## config.mk

```make
export PLATFORM = sky130hd
export DESIGN_NAME = uart_cmd_arbiter_flat
export DESIGN_NICKNAME = d
export VERILOG_FILES = /design/src/rtl/uart_cmd_arbiter_if.sv /design/src/rtl/uart_cmd_arbiter.sv /design/src/flat_wrapper.sv
export SDC_FILE = /design/constraint.sdc
export NUM_CORES = 1
export LEC_CHECK = 0
export BUFFER_PORTS_ARGS = -buffer_cell sky130_fd_sc_hd__buf_2
export CORE_MARGIN = 2
export CORE_UTILIZATION = 50
export CTS_CLUSTER_SIZE = 16
export DETAILED_ROUTE_END_ITERATION = 7
export PLACE_DENSITY_LB_ADDON = 0.3
export SLEW_MARGIN = 20
export SYNTH_ARGS = -nofsm -noshare
export SYNTH_HDL_FRONTEND = slang
export SYNTH_SLANG_ARGS = --single-unit
```

## constraint.sdc

```tcl
create_clock -name clk -period 2.9 [get_ports clk]
set_input_delay 0.58 -clock clk [delete_from_list [all_inputs] [get_ports clk]]
set_output_delay 0.58 -clock clk [all_outputs]
set_load 0.05 [all_outputs]
```

## src/rtl/uart_cmd_arbiter_if.sv

```systemverilog
// Bundle between the host-side requesters, the arbiter and the UART command
// engine. The arbiter connects through the slave modport. The master modport
// is the view seen by the requesters and the engine.
//   requester side : req_valid/req_cmd/req_ready, rsp_valid/rsp_ready/rsp_data/rsp_status
//   engine side    : m_cmd_valid/m_cmd_data/m_cmd_ready, m_read_valid/m_read_data
//   status         : busy
interface uart_cmd_arbiter_if #(
  parameter int NUM_REQ    = 4,
  parameter int CMD_WIDTH  = 16,
  parameter int DATA_WIDTH = 8
);
  logic [NUM_REQ-1:0]           req_valid;
  logic [NUM_REQ*CMD_WIDTH-1:0] req_cmd;
  logic [NUM_REQ-1:0]           req_ready;
  logic [NUM_REQ-1:0]           rsp_valid;
  logic [NUM_REQ-1:0]           rsp_ready;
  logic [DATA_WIDTH-1:0]        rsp_data;
  logic [1:0]                   rsp_status;
  logic                         m_cmd_valid;
  logic [CMD_WIDTH-1:0]         m_cmd_data;
  logic                         m_cmd_ready;
  logic                         m_read_valid;
  logic [DATA_WIDTH-1:0]        m_read_data;
  logic                         busy;

  modport slave (
    input  req_valid, req_cmd, rsp_ready, m_cmd_ready, m_read_valid, m_read_data,
    output req_ready, rsp_valid, rsp_data, rsp_status, m_cmd_valid, m_cmd_data, busy
  );

  modport master (
    output req_valid, req_cmd, rsp_ready, m_cmd_ready, m_read_valid, m_read_data,
    input  req_ready, rsp_valid, rsp_data, rsp_status, m_cmd_valid, m_cmd_data, busy
  );
endinterface

```

## src/rtl/uart_cmd_arbiter.sv

```systemverilog
// Shares the single command port of the UART command engine between NUM_REQ
// requesters. Round-robin grant, one command in flight, and the response
// (read data + status) is routed back to the requester that was granted.
// Read parity failures show up as the engine going idle without a read_valid.
// A response timeout produces status 10 and the engine is then drained.
// Ports:
//   clk, rst_n : clock, asynchronous active-low reset
//   bus        : uart_cmd_arbiter_if.slave
//                requester handshake (req_*, rsp_*), engine port (m_*), busy
//
// state | meaning
// ARB   | idle, pick the next requester round-robin from ptr+1
// ISSUE | present latched command to the engine until accepted
// WAIT  | command running, capture read data, watch for idle or timeout
// RESP  | hold response to the granted requester until rsp_ready[id]
// DRAIN | after a timeout, wait for the engine to go idle, drop read data
module uart_cmd_arbiter #(
  parameter int NUM_REQ        = 4,
  parameter int CMD_WIDTH      = 16,
  parameter int DATA_WIDTH     = 8,
  parameter int TIMEOUT_CYCLES = 50000,
  parameter int CNT_W          = 16
) (
  input logic               clk,
  input logic               rst_n,
  uart_cmd_arbiter_if.slave bus
);
  localparam int PTR_W = (NUM_REQ > 1) ? $clog2(NUM_REQ) : 1;
  localparam logic [1:0] ST_OK      = 2'b00;
  localparam logic [1:0] ST_PARITY  = 2'b01;
  localparam logic [1:0] ST_TIMEOUT = 2'b10;

  typedef enum logic [2:0] {ARB, ISSUE, WAIT, RESP, DRAIN} state_t;

  state_t                state, state_nxt;
  logic [PTR_W-1:0]      ptr, id_q, winner, cand;
  logic                  found;
  logic [CMD_WIDTH-1:0]  cmd_q;
  logic [DATA_WIDTH-1:0] data_q;
  logic [1:0]            status_q;
  logic                  got_data, timed_out, timeout_hit, is_write;
  logic [CNT_W-1:0]      cnt;
  logic [CMD_WIDTH-1:0]  cmd_arr [NUM_REQ];

  for (genvar g = 0; g < NUM_REQ; g++) begin : g_cmd
    assign cmd_arr[g] = bus.req_cmd[g*CMD_WIDTH +: CMD_WIDTH];
  end

  assign is_write    = cmd_q[CMD_WIDTH-1];
  assign timeout_hit = (cnt == CNT_W'(TIMEOUT_CYCLES - 1));
  assign bus.busy    = (state != ARB);

  // Scan starts one past the last winner so the last winner has lowest priority.
  always_comb begin
    found  = 1'b0;
    winner = '0;
    cand   = '0;
    for (int k = 1; k <= NUM_REQ; k++) begin
      cand = PTR_W'((int'(ptr) + k) % NUM_REQ);
      if (!found && bus.req_valid[cand]) begin
        found  = 1'b1;
        winner = cand;
      end
    end
  end

  always_comb begin
    state_nxt       = state;
    bus.req_ready   = '0;
    bus.rsp_valid   = '0;
    bus.rsp_data    = '0;
    bus.rsp_status  = '0;
    bus.m_cmd_valid = 1'b0;
    bus.m_cmd_data  = '0;
    case (state)
      ARB: begin
        if (found) begin
          bus.req_ready[winner] = 1'b1;
          state_nxt = ISSUE;
        end
      end
      ISSUE: begin
        bus.m_cmd_valid = 1'b1;
        bus.m_cmd_data  = cmd_q;
        if (bus.m_cmd_ready) state_nxt = WAIT;
      end
      WAIT: begin
        // A read arriving in the expiry cycle beats the timeout.
        if (bus.m_cmd_ready) state_nxt = RESP;
        else if (timeout_hit && !bus.m_read_valid) state_nxt = RESP;
      end
      RESP: begin
        bus.rsp_valid[id_q] = 1'b1;
        bus.rsp_data        = data_q;
        bus.rsp_status      = status_q;
        if (bus.rsp_ready[id_q]) state_nxt = timed_out ? DRAIN : ARB;
      end
      DRAIN: begin
        if (bus.m_cmd_ready) state_nxt = ARB;
      end
      default: state_nxt = ARB;
    endcase
  end

  always_ff @(posedge clk or negedge rst_n) begin
    if (!rst_n) begin
      state     <= ARB;
      ptr       <= PTR_W'(NUM_REQ - 1);
      id_q      <= '0;
      cmd_q     <= '0;
      data_q    <= '0;
      status_q  <= ST_OK;
      got_data  <= 1'b0;
      timed_out <= 1'b0;
      cnt       <= '0;
    end else begin
      state <= state_nxt;
      case (state)
        ARB: begin
          if (found) begin
            ptr   <= winner;
            id_q  <= winner;
            cmd_q <= cmd_arr[winner];
          end
        end
        ISSUE: begin
          if (bus.m_cmd_ready) begin
            cnt       <= '0;
            got_data  <= 1'b0;
            data_q    <= '0;
            timed_out <= 1'b0;
          end
        end
        WAIT: begin
          cnt <= cnt + CNT_W'(1);
          if (bus.m_read_valid) begin
            data_q   <= bus.m_read_data;
            got_data <= 1'b1;
          end
          if (bus.m_cmd_ready) begin
            if (is_write) begin
              status_q <= ST_OK;
              data_q   <= '0;
            end else if (got_data || bus.m_read_valid) begin
              status_q <= ST_OK;
            end else begin
              status_q <= ST_PARITY;
              data_q   <= '0;
            end
          end else if (timeout_hit && !bus.m_read_valid) begin
            status_q  <= ST_TIMEOUT;
            data_q    <= '0;
            timed_out <= 1'b1;
          end
        end
        default: ;
      endcase
    end
  end
endmodule

```

## src/flat_wrapper.sv

```systemverilog
// flat-port wrapper written by rule: the top's interface ports become plain ports
module uart_cmd_arbiter_flat 
#(
  parameter int NUM_REQ        = 4,
  parameter int CMD_WIDTH      = 16,
  parameter int DATA_WIDTH     = 8,
  parameter int TIMEOUT_CYCLES = 50000,
  parameter int CNT_W          = 16
)
  (clk, rst_n, bus_req_valid, bus_req_cmd, bus_rsp_ready, bus_m_cmd_ready, bus_m_read_valid, bus_m_read_data, bus_req_ready, bus_rsp_valid, bus_rsp_data, bus_rsp_status, bus_m_cmd_valid, bus_m_cmd_data, bus_busy);
  uart_cmd_arbiter_if #(.NUM_REQ(NUM_REQ), .CMD_WIDTH(CMD_WIDTH), .DATA_WIDTH(DATA_WIDTH)) bus_i ();
  input logic clk;
  input logic rst_n;
  input wire logic [$bits(bus_i.req_valid)-1:0] bus_req_valid;
  input wire logic [$bits(bus_i.req_cmd)-1:0] bus_req_cmd;
  input wire logic [$bits(bus_i.rsp_ready)-1:0] bus_rsp_ready;
  input wire logic [$bits(bus_i.m_cmd_ready)-1:0] bus_m_cmd_ready;
  input wire logic [$bits(bus_i.m_read_valid)-1:0] bus_m_read_valid;
  input wire logic [$bits(bus_i.m_read_data)-1:0] bus_m_read_data;
  output wire logic [$bits(bus_i.req_ready)-1:0] bus_req_ready;
  output wire logic [$bits(bus_i.rsp_valid)-1:0] bus_rsp_valid;
  output wire logic [$bits(bus_i.rsp_data)-1:0] bus_rsp_data;
  output wire logic [$bits(bus_i.rsp_status)-1:0] bus_rsp_status;
  output wire logic [$bits(bus_i.m_cmd_valid)-1:0] bus_m_cmd_valid;
  output wire logic [$bits(bus_i.m_cmd_data)-1:0] bus_m_cmd_data;
  output wire logic [$bits(bus_i.busy)-1:0] bus_busy;
  assign bus_i.req_valid = bus_req_valid;
  assign bus_i.req_cmd = bus_req_cmd;
  assign bus_i.rsp_ready = bus_rsp_ready;
  assign bus_i.m_cmd_ready = bus_m_cmd_ready;
  assign bus_i.m_read_valid = bus_m_read_valid;
  assign bus_i.m_read_data = bus_m_read_data;
  assign bus_req_ready = bus_i.req_ready;
  assign bus_rsp_valid = bus_i.rsp_valid;
  assign bus_rsp_data = bus_i.rsp_data;
  assign bus_rsp_status = bus_i.rsp_status;
  assign bus_m_cmd_valid = bus_i.m_cmd_valid;
  assign bus_m_cmd_data = bus_i.m_cmd_data;
  assign bus_busy = bus_i.busy;
  uart_cmd_arbiter #(.NUM_REQ(NUM_REQ), .CMD_WIDTH(CMD_WIDTH), .DATA_WIDTH(DATA_WIDTH), .TIMEOUT_CYCLES(TIMEOUT_CYCLES), .CNT_W(CNT_W)) u_core (.clk(clk), .rst_n(rst_n), .bus(bus_i));
endmodule
```

# After elaboration in Yosys (flattened, before gate mapping)
# Cells that the tools add are included.
dict set report classes {
  add_sub_neg 5
  n_lt_le_gt_ge 9
  n_eq_ne 13
  n_mux 59
  bitwise 1
  n_reduce_logical 21
}
# cell count
set op_table {}
lappend op_table {{2-to-1 mux 16 bit} 4}
lappend op_table {{2-to-1 mux 8 bit} 7}
lappend op_table {{binary-select mux 16 bit (select 2 bit)} 1}
lappend op_table {{case mux 16 bit (2 select lines)} 1}
lappend op_table {{2-to-1 mux 3 bit} 7}
lappend op_table {{less-than comparator 2 x 3 -> 1 bit, second input constant} 6}
lappend op_table {{2-to-1 mux 1 bit} 17}
lappend op_table {{adder 16 x 1 -> 16 bit, second input constant} 1}
lappend op_table {{== test 16 bit, second input constant} 1}
lappend op_table {{2-to-1 mux 2 bit} 8}
lappend op_table {{case mux 8 bit (2 select lines)} 1}
lappend op_table {{case mux 3 bit (5 select lines)} 1}
lappend op_table {{2-to-1 mux 4 bit} 3}
lappend op_table {{binary-select mux 1 bit (select 2 bit)} 5}
lappend op_table {{!= test 2 bit, second input constant} 4}
lappend op_table {{== test 3 x 2 -> 1 bit, second input constant} 2}
lappend op_table {{logical AND 1 bit} 6}
lappend op_table {{!= test 2 x 1 -> 1 bit, second input constant} 3}
lappend op_table {{AND reduction 2 bit} 3}
lappend op_table {{AND reduction 5 bit} 1}
lappend op_table {{adder 2 x 1 -> 2 bit, second input constant} 2}
lappend op_table {{adder 2 bit, second input constant} 2}
lappend op_table {{demux 1 bit (select 2 bit)} 2}
lappend op_table {{>= comparator 2 x 1 -> 1 bit, second input constant} 2}
lappend op_table {{13 further kinds} 18}
dict set report totals {
  register_bits 51
  inputBits 84
  out_inout_bits 36
}

# Longest topological paths before layout
# Gate-level depths: netlist (run 1).
dict set report logic_depth {
  ltp_word 19
  depth_mapped 8
  ltp_nobuf 6
}

# Worst setup path before layout (run 1)
# Ideal clock, no wire load.
dict set report synth_path {
  path_kind {input-to-output}
  startpoint {in bus_req_valid[2]}
  endpoint {out bus_req_ready[3]}
  t_arrival_ns 2.369
  required_time_ns 2.320
  slack_ns -0.049
  cell_stages 5
  n_path_buf 1
  cell_sequence {nand2b_1 a21oi_4 nor3_4 buf_4 nor3_1}
}
dict set report synth_via {
  elab_chain_len 18
  word_cells_on_any_way 29
  cone_classes {order compare: 2; mux: 20; reduce/logical: 7}
}
# element line
set synth_rtl {}
lappend synth_rtl {{start: declaration} flat_wrapper.sv:14} ;# input wire logic [$bits(bus_i.req_valid)-1:0] bus_req_valid;
lappend synth_rtl {{binary-select mux 1 bit (select 2 bit)} uart_cmd_arbiter.sv:60} ;# if (!found && bus.req_valid[cand]) begin
lappend synth_rtl {{2-to-1 mux 1 bit (not written as such)} uart_cmd_arbiter.sv:60}
lappend synth_rtl {{2-to-1 mux 1 bit} uart_cmd_arbiter.sv:60}
lappend synth_rtl {{zero test 1 bit} uart_cmd_arbiter.sv:60}
lappend synth_rtl {{logical AND 1 bit} uart_cmd_arbiter.sv:60}
lappend synth_rtl {{2-to-1 mux 1 bit} uart_cmd_arbiter.sv:60}
lappend synth_rtl {{zero test 1 bit} uart_cmd_arbiter.sv:60}
lappend synth_rtl {{logical AND 1 bit} uart_cmd_arbiter.sv:60}
lappend synth_rtl {{[... 2 more ...]} -}
lappend synth_rtl {{logical AND 1 bit} uart_cmd_arbiter.sv:60}
lappend synth_rtl {{2-to-1 mux 2 bit} uart_cmd_arbiter.sv:60}
lappend synth_rtl {{less-than comparator 2 x 3 -> 1 bit (not written as such) / >= comparator 2 x 1 -> 1 bit (equally long branches)} uart_cmd_arbiter.sv:78} ;# bus.req_ready[winner] = 1'b1;
lappend synth_rtl {{logical AND 1 bit (not written as such)} uart_cmd_arbiter.sv:78}
lappend synth_rtl {{2-to-1 mux 1 bit (not written as such)} uart_cmd_arbiter.sv:78}
lappend synth_rtl {{demux 1 bit (select 2 bit)} -}
lappend synth_rtl {{2-to-1 mux 4 bit (*)} uart_cmd_arbiter.sv:77} ;# if (found) begin
lappend synth_rtl {{2-to-1 mux 4 bit (*)} uart_cmd_arbiter.sv:75} ;# case (state)
lappend synth_rtl {{end: declaration} flat_wrapper.sv:20} ;# output wire logic [$bits(bus_i.req_ready)-1:0] bus_req_ready;
# Mark *: on every way between the ends. The rest lies on a longest branch, timed or not. The select of a mux whose other input is x is not followed.

# Worst setup path after layout (run 1)
dict set report layout_path {
  startpoint {reg u_core.ptr[0]}
  endpoint {out bus_req_ready[1]}
}
dict set report layout_via {
  elab_chain_len 19
  word_cells_on_any_way 33
  cone_classes {add/sub: 4; order compare: 2; mux: 20; reduce/logical: 7}
}
# element line
set layout_rtl {}
lappend layout_rtl {{start: declaration} uart_cmd_arbiter.sv:36} ;# logic [PTR_W-1:0] ptr, id_q, winner, cand;
lappend layout_rtl {{start signal: assignment} uart_cmd_arbiter.sv:108} ;# ptr <= PTR_W'(NUM_REQ - 1);
lappend layout_rtl {{start signal: assignment} uart_cmd_arbiter.sv:121} ;# ptr <= winner;
lappend layout_rtl {{adder 2 x 1 -> 2 bit} uart_cmd_arbiter.sv:59} ;# cand = PTR_W'((int'(ptr) + k) % NUM_REQ);
lappend layout_rtl {{binary-select mux 1 bit (select 2 bit)} uart_cmd_arbiter.sv:60}
lappend layout_rtl {{2-to-1 mux 1 bit (not written as such)} uart_cmd_arbiter.sv:60}
lappend layout_rtl {{2-to-1 mux 1 bit} uart_cmd_arbiter.sv:60}
lappend layout_rtl {{zero test 1 bit} uart_cmd_arbiter.sv:60}
lappend layout_rtl {{logical AND 1 bit} uart_cmd_arbiter.sv:60}
lappend layout_rtl {{2-to-1 mux 1 bit} uart_cmd_arbiter.sv:60}
lappend layout_rtl {{zero test 1 bit} uart_cmd_arbiter.sv:60}
lappend layout_rtl {{[... 3 more ...]} -}
lappend layout_rtl {{logical AND 1 bit} uart_cmd_arbiter.sv:60}
lappend layout_rtl {{2-to-1 mux 2 bit} uart_cmd_arbiter.sv:60}
lappend layout_rtl {{less-than comparator 2 x 3 -> 1 bit (not written as such) / >= comparator 2 x 1 -> 1 bit (equally long branches)} uart_cmd_arbiter.sv:78}
lappend layout_rtl {{logical AND 1 bit (not written as such)} uart_cmd_arbiter.sv:78}
lappend layout_rtl {{2-to-1 mux 1 bit (not written as such)} uart_cmd_arbiter.sv:78}
lappend layout_rtl {{demux 1 bit (select 2 bit)} -}
lappend layout_rtl {{2-to-1 mux 4 bit (*)} uart_cmd_arbiter.sv:77}
lappend layout_rtl {{2-to-1 mux 4 bit (*)} uart_cmd_arbiter.sv:75}
# Marked as above.

==> results of run 1 <==
## cell usage after synthesis (2+ instances only)
| cell | count |
|---|---|
| and2_1 | 29 |
| mux2_1 | 15 |
| o41ai_1 | 2 |
| dfstp_2 | 2 |
| a22oi_1 | 8 |
| buf_4 | 3 |
| a221o_1 | 16 |
| o31ai_1 | 18 |
| a41oi_1 | 2 |
| dfrtp_1 | 49 |
| nor2_1 | 15 |
| buf_2 | 2 |
| nor3_1 | 3 |
| mux2i_1 | 3 |
| nand3_1 | 13 |
| clkbuf_1 | 9 |
| nand2_1 | 18 |
| nor2b_1 | 2 |
| a31oi_1 | 3 |
| buf_8 | 2 |
| clkbuf_8 | 4 |
| and3_1 | 5 |
| o21ai_0 | 24 |
| and4_1 | 2 |
| nand2b_1 | 11 |
| o21a_1 | 3 |
| a21o_1 | 4 |
| nand4_1 | 20 |
| inv_1 | 6 |
| o21ai_1 | 5 |
| a21oi_1 | 23 |
| buf_6 | 4 |
## registers in the layout, indices dropped and copies added, names as in the netlist
| register | flops |
|---|---|
| u_core.data_q | 8 |
| u_core.status_q | 2 |
| u_core.got_data | 1 |
| u_core.ptr | 2 |
| u_core.cmd_q | 16 |
| u_core.state | 3 |
| u_core.cnt | 16 |
| u_core.timed_out | 1 |
| u_core.id_q | 2 |
## worst register-to-register path, cell delays in order (launching register included)
cell and delay, ns:
dfstp_2 0.56, and2b_1 0.20, o21a_1 0.23, nor3_4 0.26
buf_4 0.26, mux2_1 0.36, a221o_1 0.32
## power by group
group | total [mW] | switching, mW | internal (mW)
Clock | 0.484 | 0.226 | 0.258
Combinational | 2.02 | 1.32 | 0.704
Sequential | 1.17 | 0.215 | 0.953
## cell families after synthesis
kind of cell,share of synthesized area [%]
AOI/OAI and AO/OA,23.6
DFF,38.4
muxes,7.11
adders and majority gates,0.376
buffers and inverters,7.18
and+or+nand+nor,23.3
## layer usage
metal / vias to the layer above / GRT usage [%]
met5: - / 0
met4: 0 / 6.49
met3: 9 / 4.33
met2: 124 / 40.6
met1: 1504 / 30.6
li1: 1548 / -
## metrics by stage
stage | worst slack [ns] | total power [mW]
4_1_cts | 0.215 | 3.68
5_1_grt | 0.0716 | 3.94
3_5_place_dp | 0.318 | 3.20
2_1_floorplan | 0.291 | 2.81
3_3_place_gp | 0.341 | 3.14
6_report | 0.231 | 3.67
## layout make-up
| type | instances | area, sq um |
|---|---|---|
| clock buffer | 7 | 76.3 |
| fill | 559 | 2400 |
| inverter | 6 | 22.5 |
| sequential | 51 | 1280 |
| timing repair buffer | 129 | 671 |
| multi-input combinational | 268 | 1810 |
| tap | 77 | 96.3 |
| clock inverter | 1 | 30.0 |
## worst min-delay path by stage
| stage | startpoint | to | depth (start not counted) |
|---|---|---|---|
| after global routing | rst_n | u_core.cnt[11]$_DFFE_PN0P_ | 1 |
| after CTS | rst_n | u_core.cnt[7]$_DFFE_PN0P_ | 1 |
| final | rst_n | u_core.cnt[12]$_DFFE_PN0P_ | 1 |
| after floorplan | rst_n | u_core.cmd_q[0]$_DFFE_PN0P_ | 0 |
| after global placement | u_core.status_q[1]$_DFFE_PN0P_ | u_core.status_q[1]$_DFFE_PN0P_ | 1 |
| after detailed placement | u_core.got_data$_DFFE_PN0P_ | u_core.status_q[0]$_DFFE_PN0P_ | 1 |
==> results.json, run 1 <==
{
  "area_delta_synth_final_pct": 19.9,
  "final.setup.tns_ns": 0,
  "wl_per_cell_um": 15.7,
  "holdWs_ns": 0.425,
  "dp_cells": 531,
  "ant_nets": 0,
  "gp_congestion": 0.857,
  "num_antenna_cells": 0,
  "finalNonFillerCells": 539,
  "hold_path.class": "primary input to async pin",
  "yosys.area.top_type_share_pct": 36.9,
  "io-pin-count": 120,
  "synth_area_sq_mm": 0.00333,
  "crit_start": "u_core.ptr[0]$_DFFE_PN1P_",
  "critPathBufInv": 2,
  "cts_max_level": 2,
  "netlist_top_cells_area": "dfrtp_1 (37%), and2_1 (5.5%), mux2_1 (5.1%), a221o_1 (4.8%), o31ai_1 (4.1%)",
  "max_stage_delay_ns": 0.56,
  "rows": 29,
  "wl_met1_mm": 3.60,
  "worst_pin_slew_ns": 1.03,
  "met3_wirelength_um": 516,
  "worstReg2RegEnd": "u_core.cmd_q[2]$_DFFE_PN0P_",
  "numCtsBuffers": 5,
  "r2r_cells": 6,
  "grt_pass1_wl_mm": 14.0,
  "path_max_fanout": 11,
  "clkSlewWorstSetupHoldPaths_ns": 0.09,
  "dr.max_layer_used": "met4",
  "cp.arrival_ns": 2.09,
  "rsz0062_at_grt": "false",
  "layout_commonest_cell": "buf_2",
  "post-cts-setup-buffers": 0,
  "die-area_sq_mm": 0.00732,
  "dr_wl_met2_mm": 4.26,
  "cts-resized-gates": 0,
  "async_reset_ff_share_pct": 100,
  "end_kind": "output port",
  "skew_ns": 0.0106,
  "vias": 3185,
  "placedInstanceArea_sq_mm": 0.00388,
  "synth.distinct_cells": 58,
  "grt.overflow.total": 0,
  "yosysTopAreaCell": "dfrtp_1",
  "finalInstanceArea_sq_mm": 0.00399,
  "ys_seq_elements": 51,
  "leakagePower_nw": 1.92,
  "path_class": "register to output port",
  "peakVddDrop_mv": 0.479,
  "regToRegSetupSlack_ns": 0.61,
  "period_minus_slack_ns": 2.67,
  "grt_pass1_vias": 3090,
  "cts_root_buffer": "clkbuf_8",
  "antenna_found_initial": 0,
  "worstReg2RegStart": "u_core.ptr[0]$_DFFE_PN1P_",
  "synthCells": 351,
  "fin_nets": 546,
  "grt_max_degree": 45,
  "drive_gt1_share_pct": 32.0,
  "postCtsHoldBufs": 0,
  "avgSynthCellArea_sq_um": 9.48,
  "crit_slowest_cell": "dfstp_2",
  "final_core_util_pct": 62.5,
  "numPortBuffers": 119,
  "die_x_um": 85.6,
  "crit_path_cell_trace": "and2b_1, o21a_1, nor3_4, buf_4, nor2_1, buf_2",
  "insertion_delay_ns": 0.30,
  "finalSetupViolCount": 0,
  "critPathRequiredTime_ns": 2.32,
  "fp.dieH_um": 85.6,
  "clock.fmax_mhz": 375,
  "drtIter0Drc": 105,
  "cap_violations": 0,
  "synth-edff-count": 0,
  "final_cell_mix": "buf_2 (119), dfrtp_1 (49), and2_1 (29)",
  "finalHoldViolCount": 0,
  "cts_buffer_depth": 2,
  "max-slew-margin-rel_pct": 30.5,
  "routed_wl_mm": 8.48,
  "crit_family": "flip-flops",
  "finalCritPeriodShare_pct": 92.0,
  "viasPerCell": 5.91,
  "track_usage_pct": 23.6,
  "firstDrtPassIters": 4,
  "start_util_pct": 52.1,
  "cts_tree": "built",
  "hpwlAfterDp_mm": 6.24,
  "cts_sinks": 51,
  "synth_warnings": 0,
  "critPathLaunchType": "register",
  "cp-endpoint": "bus_req_ready[1]",
  "ys.flop_type": "dfrtp_1",
  "powerDensity_mw_per_mm2": 921,
  "syn_nets": 436,
  "run_status": "finished clean",
  "core-area_sq_mm": 0.00639,
  "drc": 0,
  "cp.depth": 6,
  "ys_seq_area_share_pct": 38.4,
  "drv_slew": 0
}
Power figures use the tool's default switching activity.
==> run 2: changes to the inputs <==
--- a/config.mk
+++ b/config.mk
@@ -6,7 +6,6 @@
 export NUM_CORES = 1
 export LEC_CHECK = 0
 export BUFFER_PORTS_ARGS = -buffer_cell sky130_fd_sc_hd__buf_2
-export CORE_MARGIN = 2
 export CORE_UTILIZATION = 50
 export CTS_CLUSTER_SIZE = 16
 export DETAILED_ROUTE_END_ITERATION = 7
==> results.json, run 2 (same netlist as run 1, synthesis figures left out) <==
{
  "finalCritPeriodShare_pct": 95.3,
  "postCtsHoldBufs": 0,
  "cap_violations": 0,
  "placedInstanceArea_sq_mm": 0.00388,
  "path_class": "register to output port",
  "viasPerCell": 5.89,
  "grt_max_degree": 44,
  "crit_path_cell_trace": "and2b_1, o21a_1, nor3_4, buf_4, nor2_1, buf_2",
  "max-slew-margin-rel_pct": 29.5,
  "die-area_sq_mm": 0.00698,
  "start_util_pct": 52.1,
  "drv_slew": 0,
  "end_kind": "output port",
  "cts_root_buffer": "clkbuf_8",
  "vias": 3173,
  "leakagePower_nw": 1.93,
  "hpwlAfterDp_mm": 6.12,
  "cts_tree": "built",
  "period_minus_slack_ns": 2.76,
  "post-cts-setup-buffers": 0,
  "reg_top3": "u_core.cmd_q: 16 flops, u_core.cnt: 16 flops, u_core.data_q: 8 flops",
  "max_stage_delay_ns": 0.56,
  "numPortBuffers": 119,
  "cts_max_level": 2,
  "register_area_sq_mm": 0.00128,
  "cts_sinks": 51,
  "critPathLaunchType": "register",
  "finalInstanceArea_sq_mm": 0.00400,
  "drtIter0Drc": 131,
  "finalSetupViolCount": 0,
  "cp.arrival_ns": 2.18,
  "fin_nets": 546,
  "holdWs_ns": 0.417,
  "antenna_found_initial": 0,
  "insertion_delay_ns": 0.30,
  "wl_per_cell_um": 15.6,
  "final.setup.tns_ns": 0,
  "die_x_um": 83.6,
  "worst_pin_slew_ns": 1.05,
  "gp_congestion": 0.897,
  "final_cell_mix": "buf_2 (119), dfrtp_1 (49), and2_1 (29)",
  "cts_buffer_depth": 2,
  "rsz0062_at_grt": "false",
  "crit_slowest_cell": "dfstp_2",
  "ant_nets": 0,
  "cts-resized-gates": 0,
  "worstReg2RegStart": "u_core.ptr[0]$_DFFE_PN1P_",
  "num_antenna_cells": 0,
  "grt_pass1_vias": 3044,
  "drc": 0,
  "rows": 29,
  "crit_start": "u_core.ptr[0]$_DFFE_PN1P_",
  "power.total_mw": 3.70,
  "grt.overflow.total": 0,
  "io-pin-count": 120,
  "drive_gt1_share_pct": 32.5,
  "powerDensity_mw_per_mm2": 925,
  "clkSlewWorstSetupHoldPaths_ns": 0.09,
  "peakVddDrop_mv": 0.522,
  "grt_pass1_wl_mm": 14.0,
  "clock.fmax_mhz": 362,
  "skew_ns": 0.00648,
  "layout_commonest_cell": "buf_2",
  "numCtsBuffers": 5,
  "area_delta_synth_final_pct": 20.2,
  "routed_wl_mm": 8.42,
  "fp.dieH_um": 83.6,
  "finalHoldViolCount": 0,
  "critPathRequiredTime_ns": 2.32,
  "track_usage_pct": 24.4,
  "hold_path.class": "primary input to async pin",
  "run_status": "finished clean",
  "core-area_sq_mm": 0.00639,
  "path_max_fanout": 9,
  "multi_input_area_sq_mm": 0.00181,
  "fill_cells": 559,
  "firstDrtPassIters": 4
}
-- run 2: routing by layer --
| metal | wire length (um) | global-route usage (%) | vias up | part of all wire [%] |
|---|---|---|---|---|
| li1 | - | - | 1536 | - |
| met1 | 3770 | 32.3 | 1489 | 45 |
| met4 | 184 | 10.0 | 0 | 2.2 |
| met2 | 3970 | 39.9 | 134 | 47 |
| met5 | 0 | 0 | - | 0 |
| met3 | 487 | 3.96 | 14 | 5.8 |
-- run 2: path summary, 6_finish.rpt --
path	endpoint	slack [ns]	depth (start not counted)
max in group asynchronous	u_core.cmd_q[4]$_DFFE_PN0P_	1.77	2
min	u_core.cnt[10]$_DFFE_PN0P_	0.42	1
max reg2reg	u_core.cmd_q[2]$_DFFE_PN0P_	0.51	6
min reg2reg	u_core.status_q[1]$_DFFE_PN0P_	0.50	1
min in group clk	u_core.data_q[5]$_DFFE_PN0P_	0.50	3
max	bus_req_ready[1]	0.14	6
-- run 2: metrics by stage --
stage	cells	worst slack [ns]	util, %
floorplan	351	0.291	-
global placement	531	0.336	60.8
detailed placement	531	0.319	60.8
CTS	539	0.139	62.6
global route	539	0.0249	62.6
finish	539	0.135	62.6
-- run 2: area by class of cell --
cell class | instances | area share, %
multi-input combinational | 268 | 45.4
inverter | 6 | 0.563
clock inverter | 2 | 0.876
timing repair buffer | 129 | 16.8
clock buffer | 6 | 2.06
sequential | 51 | 32.0
tap | 77 | 2.41
-- run 2: power by group --
| part | total [mW] | switching, mW | internal [mW] |
|---|---|---|---|
| Sequential | 1.16 | 0.208 | 0.953 |
| Clock | 0.515 | 0.235 | 0.279 |
| Combinational | 2.02 | 1.32 | 0.704 |
-- run 2: worst max-delay path: cells and delay by family (launching register included) --
| family | cells | cell delay, ns |
|---|---|---|
| flops | 1 | 0.56 |
| buf+inv | 2 | 0.48 |
| compound gates | 1 | 0.23 |
| simple gates | 3 | 0.60 |
